File: config.mk
export PLATFORM = sky130hd
export DESIGN_NAME = game_sprite_control
export DESIGN_NICKNAME = d
export VERILOG_FILES = /design/src/rtl/game_sprite_control_pkg.sv /design/src/rtl/game_rect_hit.sv /design/src/rtl/game_sprite_control.sv
export SDC_FILE = /design/constraint.sdc
export NUM_CORES = 1
export LEC_CHECK = 0
export CORE_MARGIN = 5
export CORE_UTILIZATION = 40
export CTS_CLUSTER_SIZE = 14
export DETAILED_ROUTE_END_ITERATION = 16
export PLACE_DENSITY_LB_ADDON = 0.05
export SYNTH_ARGS = -nofsm -noshare
export SYNTH_HDL_FRONTEND = slang
export SYNTH_SLANG_ARGS = --single-unit
File: constraint.sdc
create_clock -name clk -period 5.4 [get_ports clk]
set_input_delay 1.08 -clock clk [delete_from_list [all_inputs] [get_ports clk]]
set_output_delay 1.08 -clock clk [all_outputs]
set_load 0.05 [all_outputs]
File: src/rtl/game_sprite_control_pkg.sv
// game_sprite_control_pkg: screen geometry, coordinate widths and sprite state encoding shared across game blocks.
package game_sprite_control_pkg;
  localparam int X_WIDTH  = 10;
  localparam int Y_WIDTH  = 10;
  localparam int SCREEN_W = 640;
  localparam int SCREEN_H = 480;
  localparam int V_WIDTH  = 4;
  typedef enum logic {IDLE = 1'b0, ACTIVE = 1'b1} sprite_state_e;
endpackage

File: src/rtl/game_rect_hit.sv
// game_rect_hit: combinational point-in-rectangle test on signed coordinates.
module game_rect_hit #(
  parameter int W = 11,
  parameter int H = 11
) (
  input  logic signed [W-1:0] rx_i,
  input  logic signed [H-1:0] ry_i,
  input  logic        [W-1:0] rw_i,
  input  logic        [H-1:0] rh_i,
  input  logic signed [W-1:0] px_i,
  input  logic signed [H-1:0] py_i,
  output logic                hit_o
);
  // One extra bit so origin + size cannot wrap.
  logic signed [W:0] rx_e, rw_e, px_e;
  logic signed [H:0] ry_e, rh_e, py_e;
  assign rx_e = {rx_i[W-1], rx_i};
  assign rw_e = {1'b0, rw_i};
  assign px_e = {px_i[W-1], px_i};
  assign ry_e = {ry_i[H-1], ry_i};
  assign rh_e = {1'b0, rh_i};
  assign py_e = {py_i[H-1], py_i};
  assign hit_o = px_e >= rx_e && px_e < rx_e + rw_e && py_e >= ry_e && py_e < ry_e + rh_e;
endmodule

File: src/rtl/game_sprite_control.sv
// game_sprite_control: loads a sprite from the master, steps it autonomously, reports containment and per-pixel hit.
module game_sprite_control
  import game_sprite_control_pkg::*;
#(
  parameter int SPRITE_W    = 8,
  parameter int SPRITE_H    = 8,
  parameter int STEP_PERIOD = 2**20
) (
  input  logic                      clk,
  input  logic                      reset_n,
  input  logic                      sprite_write,
  input  logic signed [X_WIDTH:0]   write_x,
  input  logic signed [Y_WIDTH:0]   write_y,
  input  logic signed [V_WIDTH-1:0] write_dx,
  input  logic signed [V_WIDTH-1:0] write_dy,
  input  logic        [X_WIDTH-1:0] pixel_x,
  input  logic        [Y_WIDTH-1:0] pixel_y,
  output logic signed [X_WIDTH:0]   sprite_x,
  output logic signed [Y_WIDTH:0]   sprite_y,
  output logic                      sprite_active,
  output logic                      sprite_within_screen,
  output logic                      sprite_hit
);
  localparam int CW = $clog2(STEP_PERIOD);
  localparam logic signed [X_WIDTH+1:0] X_LIM = (X_WIDTH+2)'(SCREEN_W - SPRITE_W);
  localparam logic signed [Y_WIDTH+1:0] Y_LIM = (Y_WIDTH+2)'(SCREEN_H - SPRITE_H);
  sprite_state_e state_q, state_d;
  logic [CW-1:0] cnt_q, cnt_d;
  logic signed [X_WIDTH:0] x_q, x_d;
  logic signed [Y_WIDTH:0] y_q, y_d;
  logic signed [V_WIDTH-1:0] dx_q, dx_d, dy_q, dy_d;
  logic within_q, within_d, hit_q, hit_d, hit_w, active, wrap;
  logic signed [X_WIDTH+1:0] x_e;
  logic signed [Y_WIDTH+1:0] y_e;
  assign active = state_q == ACTIVE;
  assign wrap   = cnt_q == CW'(STEP_PERIOD - 1);
  assign x_e    = {x_q[X_WIDTH], x_q};
  assign y_e    = {y_q[Y_WIDTH], y_q};
  game_rect_hit #(.W(X_WIDTH+1), .H(Y_WIDTH+1)) u_hit (
    .rx_i (x_q),
    .ry_i (y_q),
    .rw_i ((X_WIDTH+1)'(SPRITE_W)),
    .rh_i ((Y_WIDTH+1)'(SPRITE_H)),
    .px_i ({1'b0, pixel_x}),
    .py_i ({1'b0, pixel_y}),
    .hit_o(hit_w)
  );
  always_comb begin
    state_d  = state_q;
    cnt_d    = cnt_q;
    x_d      = x_q;
    y_d      = y_q;
    dx_d     = dx_q;
    dy_d     = dy_q;
    within_d = active && !x_e[X_WIDTH+1] && x_e <= X_LIM && !y_e[Y_WIDTH+1] && y_e <= Y_LIM;
    hit_d    = active && hit_w;
    if (sprite_write) begin
      state_d = ACTIVE;
      cnt_d   = '0;
      x_d     = write_x;
      y_d     = write_y;
      dx_d    = write_dx;
      dy_d    = write_dy;
    end else if (active) begin
      cnt_d = wrap ? '0 : cnt_q + 1'b1;
      x_d   = wrap ? x_q + {{(X_WIDTH+1-V_WIDTH){dx_q[V_WIDTH-1]}}, dx_q} : x_q;
      y_d   = wrap ? y_q + {{(Y_WIDTH+1-V_WIDTH){dy_q[V_WIDTH-1]}}, dy_q} : y_q;
    end
  end
  always_ff @(posedge clk or negedge reset_n) begin
    if (!reset_n) begin
      state_q  <= IDLE;
      cnt_q    <= '0;
      x_q      <= '0;
      y_q      <= '0;
      dx_q     <= '0;
      dy_q     <= '0;
      within_q <= 1'b0;
      hit_q    <= 1'b0;
    end else begin
      state_q  <= state_d;
      cnt_q    <= cnt_d;
      x_q      <= x_d;
      y_q      <= y_d;
      dx_q     <= dx_d;
      dy_q     <= dy_d;
      within_q <= within_d;
      hit_q    <= hit_d;
    end
  end
  assign sprite_x             = x_q;
  assign sprite_y             = y_q;
  assign sprite_active        = active;
  assign sprite_within_screen = within_q;
  assign sprite_hit           = hit_q;
endmodule

==> results by group <==
Placed design
  • Area post-placement: 0.00523 mm^2
  • I/O Buffers: 77
  • GP Congestion: 0.834
  • DP HPWL: 8.20 mm
  • Inst Count DP: 703

Floorplan
  • DIE AREA: 0.0131 mm^2
  • Initial Util: 40.6%
  • Die Y: 114 um
  • Total core area: 0.0107 mm^2
  • Die width: 114 um
  • Ports: 78
  • Num rows: 38

STA
  • Period utilization: 56.3%
  • Final hold vios: 0
  • RSZ-0062 raised after global routing: false
  • Slew Limit Headroom: 35.1%
  • Worst-margin pin slew: 974 ps
  • Minimum clock period: 3040 ps
  • Clock skew: 12.7 ps
  • Slew Viols, Final: 0
  • Setup TNS: 0 ps
  • Setup violations, final: 0
  • Fmax: 329 MHz

Job
  • Maximum capacitance violations: 0

Logic synthesis
  • Syn Area/Cell: 8.76 um^2
  • Dominant synthesized flop cell: dfrtp_1
  • Post-Syn Area: 0.00436 mm^2
  • Ys Warns: 0
  • Post-Syn Nets: 610
  • EDFF count, synth: 0
  • Synth unique cells: 54
  • Synth async-reset ratio: 100%
  • Sequential share of the synthesized area: 30.4%
  • #FFs+latches synth: 53
  • Cells after Synth: 498

Worst setup path
  • Worst Path Max Fanout: 44
  • CP Launch Type: input port
  • Crit end category: flip-flop
  • Critical Path RT: 5560 ps
  • Critical path class: input port to flip-flop
  • Worst EP arrival: 3200 ps

Pwr
  • Clk pwr share: 13.6%
  • Share of power burned in registers: 30.7%
  • Maximum vdd drop: 0.144 mV
  • Pwr Density: 325 mW/mm^2
  • Switching fraction of total power: 44.6%
  • Switch Pwr: 770 uW
  • Tot Pwr: 1.73 mW
  • Leak: 2.34 nW
  • Comb pwr share: 55.7%
  • Internal power: 958 uW

Detailed routing
  • Via Count: 3766
  • Vias per cell: 5.30
  • Routed WL: 10.9 mm
  • Pre-antenna DRT Iters: 4
  • Initial detailed-routing violation count: 194
  • Wire per inst: 15.3 um
  • Drt drc: 0
  • Final antenna-violating net count: 0

Layout
  • Share of layout cells above drive strength 1: 5.79%
  • Finished Cell Area: 0.00532 mm^2
  • Final Net Count: 682
  • Antenna diode count: 0
  • Final std cells w/o fill: 710
  • Area growth syn-to-layout: 21.9%

Clock tree
  • Worst-case clock buffer depth: 2
  • Post-CTS setup buffers: 0
  • Hold-fix buffers at CTS: 0
  • Clock transition at path regs: 90 ps
  • H-tree depth: 2
  • Post-CTS sizing: 0
  • CTS Buf Count: 5
  • CTS tree: done
  • Sink Count: 53
  • Root Driver: clkbuf_8
  • Clock insertion delay at the later pin of the skew report: 310 ps

Global routing
  • First-pass GRT wire length: 18.2 mm
  • Initial antenna violation count: 0
  • Largest net degree at the start of global routing: 54
  • Remaining Overflow, GRT: 0
  • All-Layer GR Usage: 17.0%
  • Vias in the first global route: 3736

Worst hold path
  • Worst hold path class: flip-flop to flip-flop

Outcome
  • Status: complete, no violations
power groups by stage:
stage          Sequential [mW]  Clock [mW]  Combinational [mW]
6_report                 0.530       0.236               0.962
5_1_grt                  0.543       0.259                1.07
4_1_cts                  0.532       0.245               0.966
3_5_place_dp             0.540           0               0.959
3_3_place_gp             0.538           0               0.944
2_1_floorplan            0.658           0               0.566
kinds of logic (layout without fill, tap and decap cells):
logic type	count (synthesis)	after routing	share of synthesized area, %
xor+xnor	36	36	7.23
flops	53	53	30.4
fa+ha+maj	59	59	17.3
compound gates	137	137	21.6
mux	10	10	2.47
buf+inv	50	122	5.02
simple gates	153	153	16.0
layout by cell type (no fill, tap or decap), types with 3 or more instances in the layout:
master	synthesis	final
xnor2_1	18	18
nor4_1	4	4
a21o_1	6	6
nand3_1	21	21
inv_1	35	35
mux2i_1	4	4
a21oi_1	34	34
o22ai_1	3	3
mux2_2	6	6
nand2_1	43	43
o21ai_0	31	31
a21oi_2	8	8
o311a_1	4	4
nor3_1	13	13
o21bai_1	3	3
nor2_1	49	49
clkbuf_8	0	6
nand4_1	5	5
o21a_1	8	8
clkdlybuf4s50_1	0	75
nor2b_1	9	9
and3_1	4	4
dfrtp_1	53	53
a211oi_1	12	12
ha_1	57	57
xor2_1	18	18
path summary, 6_finish.rpt:
kind | startpoint | end | slack [ps] | cells past startpoint
max | sprite_write | cnt_q[13] | 2360 | 8
min | dx_q[0] | dx_q[0] | 520 | 1
max reg2reg | cnt_q[0] | sprite_y[9] | 2710 | 7
min reg2reg | dx_q[0] | dx_q[0] | 520 | 1
max in group asynchronous | reset_n | dy_q[0] | 4030 | 2
min in group asynchronous | reset_n | sprite_x[0] | 890 | 2
metal layers:
layer	track usage [%]	vias up	wire length, um
li1	-	1942	-
met1	24.9	1759	5670
met2	26.7	59	4790
met3	2.64	6	355
met4	3.25	0	78
met5	0	-	0
metrics by stage:
| stage | hold WS (ps) | util, % | setup WS [ps] |
|---|---|---|---|
| CTS | 520 | 49.5 | 2320 |
| floorplan | 456 | - | 2860 |
| global route | 531 | 49.5 | 2110 |
| global placement | 485 | 48.7 | 2080 |
| finish | 520 | 49.5 | 2360 |
| detailed placement | 502 | 48.7 | 2010 |
final cells by class:
cell class,instances,area [um^2]
fillers,1103,5430
multi-input cells,395,2820
flip-flops and latches,53,1330
repair buffers,79,776
well taps,140,175
inverters,36,135
clock buffers,7,86.3
cell usage after synthesis (8+ instances only):
cell type  instances  area share [%]
a21oi_2            8             1.6
ha_1              57              16
o21ai_0           31             3.6
inv_1             35             3.0
o21a_1             8             1.4
nor2_1            49             4.2
xnor2_1           18             3.6
nand3_1           21             2.4
nor3_1            13             1.5
a211oi_1          12             2.1
a21oi_1           34             3.9
xor2_1            18             3.6
nor2b_1            9             1.3
nand2_1           43             3.7
dfrtp_1           53              30
critical path, stage by stage:
cell and delay (ps):
buf_2 700, nor2_1 250, nor3_1 340, nor2b_1 240, and2_1 250, nand4_1 140, xor2_1 150, nor2_1 50
registers in the layout, indices dropped and copies added, names as in the netlist:
| name | cells |
|---|---|
| cnt_q | 20 |
| sprite_x | 11 |
| sprite_y | 11 |
| dx_q | 4 |
| dy_q | 4 |
| sprite_active | 1 |
| sprite_hit | 1 |
| sprite_within_screen | 1 |
Note: power is estimated with default switching activity, not from simulation.
